**config.mk**
```make
export PLATFORM = sky130hd
export DESIGN_NAME = ad7276_reader
export DESIGN_NICKNAME = d
export VERILOG_FILES = /design/src/rtl/nfca_pkg.sv /design/src/rtl/ad7276_reader.sv
export SDC_FILE = /design/constraint.sdc
export NUM_CORES = 1
export LEC_CHECK = 0
export BUFFER_PORTS_ARGS = -buffer_cell sky130_fd_sc_hd__buf_2
export CELL_PAD_IN_SITES_DETAIL_PLACEMENT = 0
export CELL_PAD_IN_SITES_GLOBAL_PLACEMENT = 1
export CORE_ASPECT_RATIO = 0.7
export CORE_UTILIZATION = 25
export DETAILED_ROUTE_END_ITERATION = 6
export GPL_TIMING_DRIVEN = 0
export PLACE_DENSITY_LB_ADDON = 0.05
export REMOVE_ABC_BUFFERS = 1
export SYNTH_ARGS = -nofsm -noshare
export SYNTH_HDL_FRONTEND = slang
export SYNTH_SLANG_ARGS = --single-unit
```
**constraint.sdc**
```tcl
create_clock -name clk -period 1.77 [get_ports clk]
set_clock_uncertainty 0.05 [all_clocks]
set_input_delay 0.0885 -clock clk [delete_from_list [all_inputs] [get_ports clk]]
set_output_delay 0.0885 -clock clk [all_outputs]
set_load 0.03 [all_outputs]
```
**src/rtl/nfca_pkg.sv**
```systemverilog
// Shared definitions for the NFC-A front end.
// Contents:
//   - Frame timing constants for the AD7276 serial reader.
//   - Reader FSM state encoding.
//   - Helper functions that slice a captured 16-bit ADC frame.
`timescale 1ns/1ps
package nfca_pkg;

  // An ADC frame has 32 clk of active SCLK and 4 clk of quiet time.
  // 36 clk equals 6 carrier periods, which keeps sampling phase-locked.
  localparam int FRAME_CONV_LEN = 32;
  localparam int FRAME_LEN      = 36;
  // Frame bit numbers, counted from the first bit shifted out (bit 0).
  localparam int DATA_MSB_BIT   = 2;
  localparam int DATA_LSB_BIT   = 13;

  localparam int FRAME_BITS     = 16;
  localparam int CNT_W          = 6;
  localparam int ADC_W          = DATA_LSB_BIT - DATA_MSB_BIT + 1;

  typedef enum logic [1:0] {
    ST_IDLE  = 2'd0,
    ST_CONV  = 2'd1,
    ST_QUIET = 2'd2
  } adc_state_t;

  // Frame bit b sits at sr[FRAME_BITS-1-b] because bits are shifted in MSB first.
  function automatic logic [ADC_W-1:0] frame_data(input logic [FRAME_BITS-1:0] sr);
    return sr[FRAME_BITS-1-DATA_MSB_BIT -: ADC_W];
  endfunction

  // The AD7276 pads each sample with two leading and two trailing zeros.
  // Any of those four bits being set means the frame was mis-aligned.
  function automatic logic frame_err(input logic [FRAME_BITS-1:0] sr);
    return (|sr[FRAME_BITS-1 -: DATA_MSB_BIT]) |
           (|sr[FRAME_BITS-2-DATA_LSB_BIT:0]);
  endfunction

endpackage

```
**src/rtl/ad7276_reader.sv**
```systemverilog
// AD7276 continuous-conversion reader.
// A 36-clk frame is generated. Within it, CSN is low for 32 clk, and SCLK
// runs at half the system clock during that window. The 16 returned bits are
// captured on each SCLK rising edge. One sample is presented every frame.
// Ports:
//   clk, rstn     : system clock, asynchronous active-low reset
//   en            : level enable; a started frame always completes
//   ad7276_csn    : registered ADC chip select (active low)
//   ad7276_sclk   : registered ADC serial clock (idles high)
//   ad7276_sdata  : ADC serial data in, MSB first
//   adc_data_en   : one-cycle strobe, issued at frame count 33
//   adc_data      : 12-bit unsigned sample, held between strobes
//   adc_err       : frame padding error, qualified by adc_data_en
//   dbg_state     : current FSM state (observability)
//   dbg_cnt       : current frame counter (observability)
// Handshake: adc_data_en is a valid-only strobe with no ready/back-pressure.
// adc_data and adc_err are meaningful in the cycle where adc_data_en=1.
// The consumer must take the sample in that cycle.
`timescale 1ns/1ps
module ad7276_reader
  import nfca_pkg::*;
(
  input  logic              clk,
  input  logic              rstn,
  input  logic              en,
  output logic              ad7276_csn,
  output logic              ad7276_sclk,
  input  logic              ad7276_sdata,
  output logic              adc_data_en,
  output logic [ADC_W-1:0]  adc_data,
  output logic              adc_err,
  output adc_state_t        dbg_state,
  output logic [CNT_W-1:0]  dbg_cnt
);

  localparam logic [CNT_W-1:0] CNT_CONV_LAST  = CNT_W'(FRAME_CONV_LEN - 1);
  localparam logic [CNT_W-1:0] CNT_CONV_END   = CNT_W'(FRAME_CONV_LEN);
  localparam logic [CNT_W-1:0] CNT_FRAME_LAST = CNT_W'(FRAME_LEN - 1);

  adc_state_t             r_state;
  logic [CNT_W-1:0]       r_cnt;
  logic                   r_sdata;
  logic [FRAME_BITS-1:0]  r_sr;

  adc_state_t             w_next_state;
  logic [CNT_W-1:0]       w_next_cnt;
  logic                   w_next_csn;
  logic                   w_next_sclk;
  logic                   w_shift;
  logic                   w_frame_done;

  always_comb begin
    w_next_state = r_state;
    w_next_cnt   = r_cnt;
    case (r_state)
      ST_IDLE: begin
        w_next_cnt = '0;
        if (en) w_next_state = ST_CONV;
      end
      ST_CONV: begin
        w_next_cnt = r_cnt + 1'b1;
        if (r_cnt == CNT_CONV_LAST) w_next_state = ST_QUIET;
      end
      ST_QUIET: begin
        // en is only consulted at the end of the quiet time.
        // This prevents the quiet time from being shortened.
        if (r_cnt == CNT_FRAME_LAST) begin
          w_next_cnt   = '0;
          w_next_state = en ? ST_CONV : ST_IDLE;
        end else begin
          w_next_cnt = r_cnt + 1'b1;
        end
      end
      default: begin
        w_next_state = ST_IDLE;
        w_next_cnt   = '0;
      end
    endcase

    // The pins are registered from the next state/count.
    // This keeps them aligned with r_state/r_cnt.
    w_next_csn  = (w_next_state != ST_CONV);
    w_next_sclk = (w_next_state != ST_CONV) || !w_next_cnt[0];

    // Bit k is in r_sdata during count 2k+1. It is taken on the edge into
    // count 2k+2, which is the SCLK rising edge.
    w_shift      = (r_state == ST_CONV) && r_cnt[0];
    w_frame_done = (r_state == ST_QUIET) && (r_cnt == CNT_CONV_END);
  end

  always_ff @(posedge clk or negedge rstn) begin
    if (!rstn) begin
      r_state     <= ST_IDLE;
      r_cnt       <= '0;
      r_sdata     <= 1'b0;
      r_sr        <= '0;
      ad7276_csn  <= 1'b1;
      ad7276_sclk <= 1'b1;
      adc_data_en <= 1'b0;
      adc_data    <= '0;
      adc_err     <= 1'b0;
    end else begin
      r_state     <= w_next_state;
      r_cnt       <= w_next_cnt;
      r_sdata     <= ad7276_sdata;
      ad7276_csn  <= w_next_csn;
      ad7276_sclk <= w_next_sclk;
      adc_data_en <= w_frame_done;
      if (w_shift) r_sr <= {r_sr[FRAME_BITS-2:0], r_sdata};
      if (w_frame_done) begin
        adc_data <= frame_data(r_sr);
        adc_err  <= frame_err(r_sr);
      end
    end
  end

  assign dbg_state = r_state;
  assign dbg_cnt   = r_cnt;

endmodule

```
# Yosys cells after proc, flatten, opt, wreduce, memory -nomap -nowiden
# Index checks and enable logic that the tools add are counted.
dict set report totals {
  register_bits 41
  input_bits 4
  elab_cells 31
}
dict set report op_classes {
  addsub 1
  eq_ne 6
  muxes 7
  bitwise_logic 1
  n_reduce_logical 7
}
# op count
set ops {}
lappend ops {{== test 6 bit (second input constant)} 2}
lappend ops {{case mux 6 bit (2 select lines)} 1}
lappend ops {{adder 6 x 1 -> 6 bit (second input constant)} 1}
lappend ops {{== test 6 x 5 -> 1 bit (second input constant)} 1}
lappend ops {{two-way mux 2 bit} 3}
lappend ops {{two-way mux 6 bit} 1}
lappend ops {{case mux 2 bit (3 select lines)} 1}
lappend ops {{OR reduction 2 bit} 2}
lappend ops {{== test 2 x 1 -> 1 bit (second input constant)} 1}
lappend ops {{== test 2 bit (second input constant)} 1}
lappend ops {{logical AND 1 bit} 2}
lappend ops {{logical NOT 2 bit} 1}
lappend ops {{!= test 2 x 1 -> 1 bit (second input constant)} 1}
lappend ops {{logical NOT 1 bit} 1}
lappend ops {{logical OR 1 bit} 1}
lappend ops {{two-way mux 1 bit} 1}
lappend ops {{OR 1 bit} 1}

# Logic depth before layout (Yosys ltp)
# Gate-level depths: netlist of run 1.
dict set report depth {
  ltp_word 5
  ltp_mapped 7
  mapped_depth_nobuf 6
}

# Worst setup path after synthesis of run 1
# No wires, ideal clock.
dict set report synth_timing {
  path_kind {register -> register}
  from {register r_state[1] (netlist: dbg_state[1])}
  to {register r_sr[0]}
  setup_time_ns 0.125
  arrival_time_ns 1.651
  required_time_ns 1.595
  path_slack_ns -0.056
  path_stages_with_launch 6
  path_buffers 1
  synth_period_minus_slack_ns 1.826
  path_cell_list {dfrtp_1 -> inv_1 -> ha_1 -> nand2_1 -> buf_2 -> mux2_2}
}
dict set report synth_via {
  elab_chain_len 2
}
# element line
set synth_lines {}
lappend synth_lines {{from (decl)} ad7276_reader.sv:40} ;# adc_state_t r_state;
lappend synth_lines {{from (signal assigned)} ad7276_reader.sv:103} ;# r_state <= w_next_state;
lappend synth_lines {{== test 2 x 1 -> 1 bit} ad7276_reader.sv:87} ;# w_shift = (r_state == ST_CONV) && r_cnt[0];
lappend synth_lines {{logical AND 1 bit} ad7276_reader.sv:87}
lappend synth_lines {{to (signal assigned)} ad7276_reader.sv:109} ;# if (w_shift) r_sr <= {r_sr[FRAME_BITS-2:0], r_sdata};
lappend synth_lines {{to (decl)} ad7276_reader.sv:43} ;# logic [FRAME_BITS-1:0] r_sr;
# Every way passes these cells.
# A chain may end at the register's enable or synchronous reset.

# Final worst setup path of run 1
dict set report layout_timing {
  from {register r_cnt[4] (netlist: dbg_cnt[4])}
  to {register adc_data[3]}
}
dict set report layout_via {
  elab_chain_len 2
}
# element line
set layout_lines {}
lappend layout_lines {{from (decl)} ad7276_reader.sv:41} ;# logic [CNT_W-1:0] r_cnt;
lappend layout_lines {{from (signal assigned)} ad7276_reader.sv:104} ;# r_cnt <= w_next_cnt;
lappend layout_lines {{== test 6 bit} ad7276_reader.sv:88} ;# w_frame_done = (r_state == ST_QUIET) && (r_cnt == CNT_CONV_END);
lappend layout_lines {{logical AND 1 bit} ad7276_reader.sv:88}
lappend layout_lines {{to (signal assigned)} ad7276_reader.sv:111} ;# adc_data <= frame_data(r_sr);
lappend layout_lines {{to (decl)} ad7276_reader.sv:30} ;# output logic [ADC_W-1:0] adc_data,
# Every way passes these cells.

==> impl_metrics.tcl, run 1 <==
set metrics [dict create \
    nNetsFinal 170 \
    syn_avg_cell_area_um2 14.2 \
    setup_ws_ns 0.0861 \
    die_area_mm2 0.00729 \
    whs_ns 0.153 \
    power.density_mw_per_mm2 1370 \
    path_class "register to register" \
    yosys_warnings 0 \
    min-delay-path-class "input pin to register" \
    ff2ff_setup_slack_ns 0.09 \
    yosysTopAreaCell "dfrtp_1" \
    clock_latency_ns 0.28 \
    cts_htree_levels 2 \
    first_global_vias 971 \
    wirelength_mm 3.24 \
    synthesis.area_mm2 0.00174 \
    antenna_found_initial 0 \
    port_buffers 27 \
    n_antenna_cell 0 \
    setup_viol_count_final 0 \
    cts-root-buf "clkbuf_8" \
    ys_seq_elements 41 \
    drt_iter0_markers 32 \
    grt_usage_pct 9.89 \
    antenna_left 0 \
    rr_worst_depth 4 \
    hold_start "en" \
    clkTransAtPathRegs_ns 0.08 \
    start_util_pct 25.8 \
    synthArstFlopShare_pct 100 \
    cts_tree "built" \
    die_w_um 102 \
    drv_cap 0 \
    clk_path_buf_depth 2 \
    status "finished, final reports clean" \
    clockPowerShare_pct 25.7 \
    worstReg2RegEnd "adc_data[3]" \
    cp.arrival_ns 1.81 \
    cell_internal_pwr_uw 2050 \
    startpoint_type "register" \
    grt_pass1_wl_mm 5.30 \
    num_rows 25 \
    cts.sinks 41 \
    crit_required_ns 1.89 \
    wire_per_inst_um 12.7 \
    pin_count 28 \
    dp_hpwl_mm 2.18 \
    area_growth_syn_to_layout_pct 25.6 \
    num_vias 1049 \
    grt_max_degree 42 \
    switching_share_pct 31.4 \
    whs_path_depth 3 \
    period_share_pct 95.1 \
    synth_top_area_share_pct 56.2 \
    crit_path_end_kind "register" \
    mostFrequentLayoutCell "dfrtp_1" \
    slew_violations 0 \
    mostFrequentLayoutCells "36 x dfrtp_1, 27 x buf_2, 21 x mux2_2, 9 x nor2_1" \
    hold_viol_final 0 \
    placed_cells 240 \
    synth_area_leaders "dfrtp_1 56%, mux2_2 14%, mux2_4 6.1%" \
    timing.rr.start "dbg_cnt[4]" \
    overflow 0 \
    drive_gt1_share_pct 50.3 \
    coreArea_mm2 0.00673 \
    ys_types 27 \
    clock.fmax_mhz 594 \
    layoutNonFillerInstCount 255 \
    synth_flop_cell "dfrtp_1" \
    synth_edf_count 0 \
    via_per_inst 4.11 \
    gp_congestion 0.729 \
    path_max_fanout 11 \
    drcViolationCount 0 \
    synthCells 122 \
    rsz0062_at_grt "no" \
    min_period_ns 1.68 \
    yosysSeqAreaShare_pct 59.2 \
    die_h_um 71.7 \
    p_comb_share_pct 27.4 \
    worst_pin_slew_ns 0.927 \
    relSlewSlack_pct 38.2 \
    p_leak_uw 0.000965 \
    numCtsBuffers 5 \
    p_sw_uw 941 \
    hold_end "dbg_state[0]" \
    ir_drop_mv 0.357 \
    place_ws_ns -0.550 \
    dr.pass1.iters 4 \
    seqPwrFrac_pct 46.9 \
]
layout make-up:
| class | instances | area [µm²] |
|---|---|---|
| multi-input combinational | 71 | 683 |
| clock inverter | 1 | 30.0 |
| inverter | 7 | 26.3 |
| timing repair buffer | 34 | 205 |
| tap | 94 | 118 |
| fill | 703 | 4540 |
| clock buffer | 7 | 86.3 |
| sequential | 41 | 1030 |
synthesized netlist by cell type, types with 2 or more instances:
library cell  number
nor2_1             9
nor2b_1            2
nor4_1             3
nand2_1            5
ha_1               6
nand3_1            2
mux2_2            21
xnor2_1            2
mux2_4             7
xor2_1             2
dfrtp_1           39
inv_1              7
dfstp_2            2
a21oi_1            2
stage by stage:
step	area (µm²)	TNS [ns]	power, µW	util, %
CTS	2140	0	3010	31.8
global route	2180	0	3180	32.4
detailed placement	1950	-9.10	2220	29.0
global placement	1950	-8.13	2200	29.0
floorplan	1700	-3.30	1970	-
finish	2180	0	3000	32.4
cell families (layout without fill, tap and decap cells):
kind of cell	Yosys count	in the layout	share of synthesized area, %
adders and majority gates	6	6	4.32
AOI/OAI and AO/OA	8	8	3.17
DFF	41	41	59.2
muxes	28	28	19.7
xor gates and xnor gates	4	4	2.02
buffers and inverters	10	49	3.60
and+or+nand+nor	25	25	8.00
worst max-delay path by stage:
stage                     startpoint            to  depth (start not counted)
after floorplan           dbg_cnt[2]   adc_data[0]                          3
final                     dbg_cnt[4]   adc_data[3]                          4
after detailed placement  dbg_cnt[2]  adc_data[11]                          3
after CTS                 dbg_cnt[4]   ad7276_sclk                          4
after global routing      dbg_cnt[4]  adc_data[11]                          4
after global placement    dbg_cnt[2]   adc_data[1]                          3
what timing repair did:
item | CTS | global route
resized for setup | 4 | 9
endpoints found under the hold margin | 40 | 0
setup endpoints to repair | 35 | 30
hold buffers | 2 | 0
gates cloned | 0 | 0
buffers inserted | 4 | 1
pin swaps | 2 | 2
flip-flops by register name, indices dropped and copies added (netlist names):
register and count:
r_sr 16, r_sdata 1, dbg_cnt 6, ad7276_sclk 1
adc_data_en 1, adc_data 12, adc_err 1, dbg_state 2
ad7276_csn 1
routing by layer:
metal,up-vias,GRT usage [%],share of wire [%]
met5,-,0,0
met4,0,3.86,0.71
met3,2,3.32,4.0
met2,17,13.0,43
met1,525,14.7,52
li1,505,-,-
critical path: stages (launching register included):
cell and delay [ns]:
dfrtp_2 0.42, nor4b_4 0.36, and3_4 0.26, buf_12 0.14, mux2_2 0.33
power groups by stage:
stage               clock network (µW)  registers [µW]  logic [µW]
finish                             769            1410         821
global route                       833            1450         894
CTS                                800            1410         807
detailed placement                   0            1430         791
global placement                     0            1420         778
floorplan                            0            1510         463
Note: power is estimated with default switching activity, not from simulation.
==> run 2: changes to the inputs <==
--- a/config.mk
+++ b/config.mk
@@ -5,6 +5,7 @@
 export SDC_FILE = /design/constraint.sdc
 export NUM_CORES = 1
 export LEC_CHECK = 0
+export ABC_AREA = 1
 export BUFFER_PORTS_ARGS = -buffer_cell sky130_fd_sc_hd__buf_2
 export CELL_PAD_IN_SITES_DETAIL_PLACEMENT = 0
 export CELL_PAD_IN_SITES_GLOBAL_PLACEMENT = 1
==> impl_metrics.tcl, run 2 <==
set metrics [dict create \
    drcViolationCount 0 \
    hold_start "en" \
    ir_drop_mv 0.438 \
    synth_top_area_share_pct 55.3 \
    drv_cap 0 \
    n_antenna_cell 0 \
    crit_path_end_kind "register" \
    fillers 724 \
    gp_congestion 0.700 \
    slew_violations 0 \
    synth_flop_cell "dfrtp_1" \
    seq_area_mm2 0.00103 \
    mostFrequentLayoutCells "39 x dfrtp_1, 32 x nand2_1, 27 x buf_2, 23 x inv_1, 15 x o21ai_0" \
    place_ws_ns -0.296 \
    clock.fmax_mhz 615 \
    die_w_um 102 \
    path_class "register to register" \
    die_h_um 72.3 \
    min_period_ns 1.63 \
    timing.rr.start "dbg_state[1]" \
    grt_use_met2_pct 18.0 \
    rsz0062_at_grt "no" \
    path_cells "inv_1 > ha_1 > nand2_4 > mux2_2" \
    cts.sinks 41 \
    synth_edf_count 0 \
    antenna_left 0 \
    overflow 0 \
    min-delay-path-class "input pin to register" \
    path_max_fanout 31 \
    synthArstFlopShare_pct 100 \
    area_growth_syn_to_layout_pct 21.8 \
    wirelength_mm 3.83 \
    crit_required_ns 1.90 \
    clock_latency_ns 0.28 \
    synthCells 174 \
    synthesis.area_mm2 0.00176 \
    whs_ns 0.112 \
    drive_gt1_share_pct 28.5 \
    num_vias 1235 \
    cts_setup_buffers 0 \
    first_global_vias 1257 \
    cp.buffers_inverters 1 \
    synth_most_common_cell "dfrtp_1" \
    ff2ff_setup_slack_ns 0.14 \
    status "finished, final reports clean" \
    relSlewSlack_pct 35.4 \
    port_buffers 27 \
    largest-register "r_sr" \
    top_usage_layer "met2" \
    critPathSlowestCell "dfrtp_1" \
    dp_hpwl_mm 2.37 \
    largest_reg_flops 16 \
    mostFrequentLayoutCell "dfrtp_1" \
    ys_top_cells_by_count "39 x dfrtp_1, 33 x nand2_1, 23 x inv_1, 15 x o21ai_0, 9 x o21ai_1" \
    power.density_mw_per_mm2 1250 \
    period_share_pct 91.9 \
    tns_ns 0 \
    antenna_found_initial 0 \
    cts_tree "built" \
    cts_htree_levels 2 \
    dr.pass1.iters 4 \
    setup_ws_ns 0.143 \
    ys_types 28 \
    coreArea_mm2 0.00679 \
    setup_viol_count_final 0 \
    yosysSeqAreaShare_pct 58.3 \
    hold_viol_final 0 \
    drt_iter0_markers 71 \
    cpLargestDelayFamily "flip-flops" \
    crit_path_start "dbg_state[1]" \
    grt_pass1_wl_mm 6.49 \
    p_leak_uw 0.00102 \
    ys_seq_elements 41 \
    grt_max_degree 42 \
    worst_pin_slew_ns 0.968 \
    design_area_mm2 0.00215 \
    grt_usage_pct 11.9 \
    wire_per_inst_um 12.7 \
    synth_area_leaders "dfrtp_1 55%, nand2_1 7.0%, inv_1 4.9%" \
    slowest_delay_ns 0.44 \
    numCtsBuffers 5 \
    cts-root-buf "clkbuf_8" \
    multi_input_area_um2 656 \
    num_rows 25 \
    startpoint_type "register" \
    via_per_inst 4.10 \
    clk_path_buf_depth 2 \
    syn_avg_cell_area_um2 10.1 \
    power_uw 2680 \
    die_area_mm2 0.00740 \
    nNetsFinal 216 \
    yosys_warnings 0 \
    grt_use_met1_pct 16.4 \
    start_util_pct 26.0 \
    clkTransAtPathRegs_ns 0.08 \
    pin_count 28 \
    yosysTopAreaCell "dfrtp_1" \
    place_area_mm2 0.00200 \
    use_met3_pct 3.56 \
    cp.arrival_ns 1.75 \
]
-- run 2: cell count changes in the layout (fill, tap and decap cells not counted), moves of 6 or more --
cell,delta
inv_1,+16
mux2_2,-20
mux2_4,-7
nand2_1,+28
nor2_2,+6
o21ai_0,+14
o21ai_1,+9
-- run 2: path summary, 6_finish.rpt --
check / endpoint / cells past startpoint
setup reg to reg: r_sr[15] / 4
min in group asynchronous: dbg_cnt[5] / 2
hold reg to reg: adc_data[0] / 2
hold / removal: dbg_state[1] / 4
setup / recovery: r_sr[15] / 4
max in group asynchronous: adc_data[2] / 2
-- run 2: cell type report --
| type | instances | area share [%] |
|---|---|---|
| clock buffers | 7 | 4.48 |
| clock inverters | 1 | 0.233 |
| well taps | 94 | 5.47 |
| inverters | 24 | 4.19 |
| flip-flops and latches | 41 | 47.9 |
| repair buffers | 29 | 7.22 |
| multi-input cells | 105 | 30.5 |
-- run 2: where the power goes --
group	switching, µW	internal (µW)	leakage, µW	total [µW]
Clock	319	353	0.0000542	672
Combinational	522	244	0.000423	766
Sequential	115	1130	0.000547	1240
Total	956	1720	0.00102	2680
-- run 2: per-layer routing --
metal,vias to the layer above,routed length [µm]
met3,2,141
met2,19,1720
met5,-,0
met1,593,1950
li1,621,-
met4,0,19
-- run 2: timing repair --
| item | CTS | global route |
|---|---|---|
| hold buffers | 2 | 0 |
| endpoints found under the hold margin | 40 | 0 |
| pin swaps | 1 | 0 |
| resized for setup | 3 | 1 |
| cloned | 1 | 0 |
| setup endpoints to repair | 19 | 13 |
-- run 2: per-stage QoR --
step | utilization, % | std cells
finish | 31.6 | 301
global placement | 29.4 | 290
detailed placement | 29.4 | 290
CTS | 31.6 | 301
floorplan | - | 169
global route | 31.6 | 301
-- run 2: cell families after synthesis --
group           Yosys count  synth area share, %
flops                    41                 58.3
fa+ha+maj                 6                 4.26
buf+inv                  29                 6.31
xor+xnor                  4                 1.99
simple gates             59                 17.4
compound gates           34                 11.1
mux                       1                0.638
-- run 2: tightest hold or removal path, delay by kind of cell --
family	cells	cell delay (ns)
AO/OA/AOI/OAI	1	0.14
buffers and inverters	2	0.12
AND/OR/NAND/NOR	1	0.07
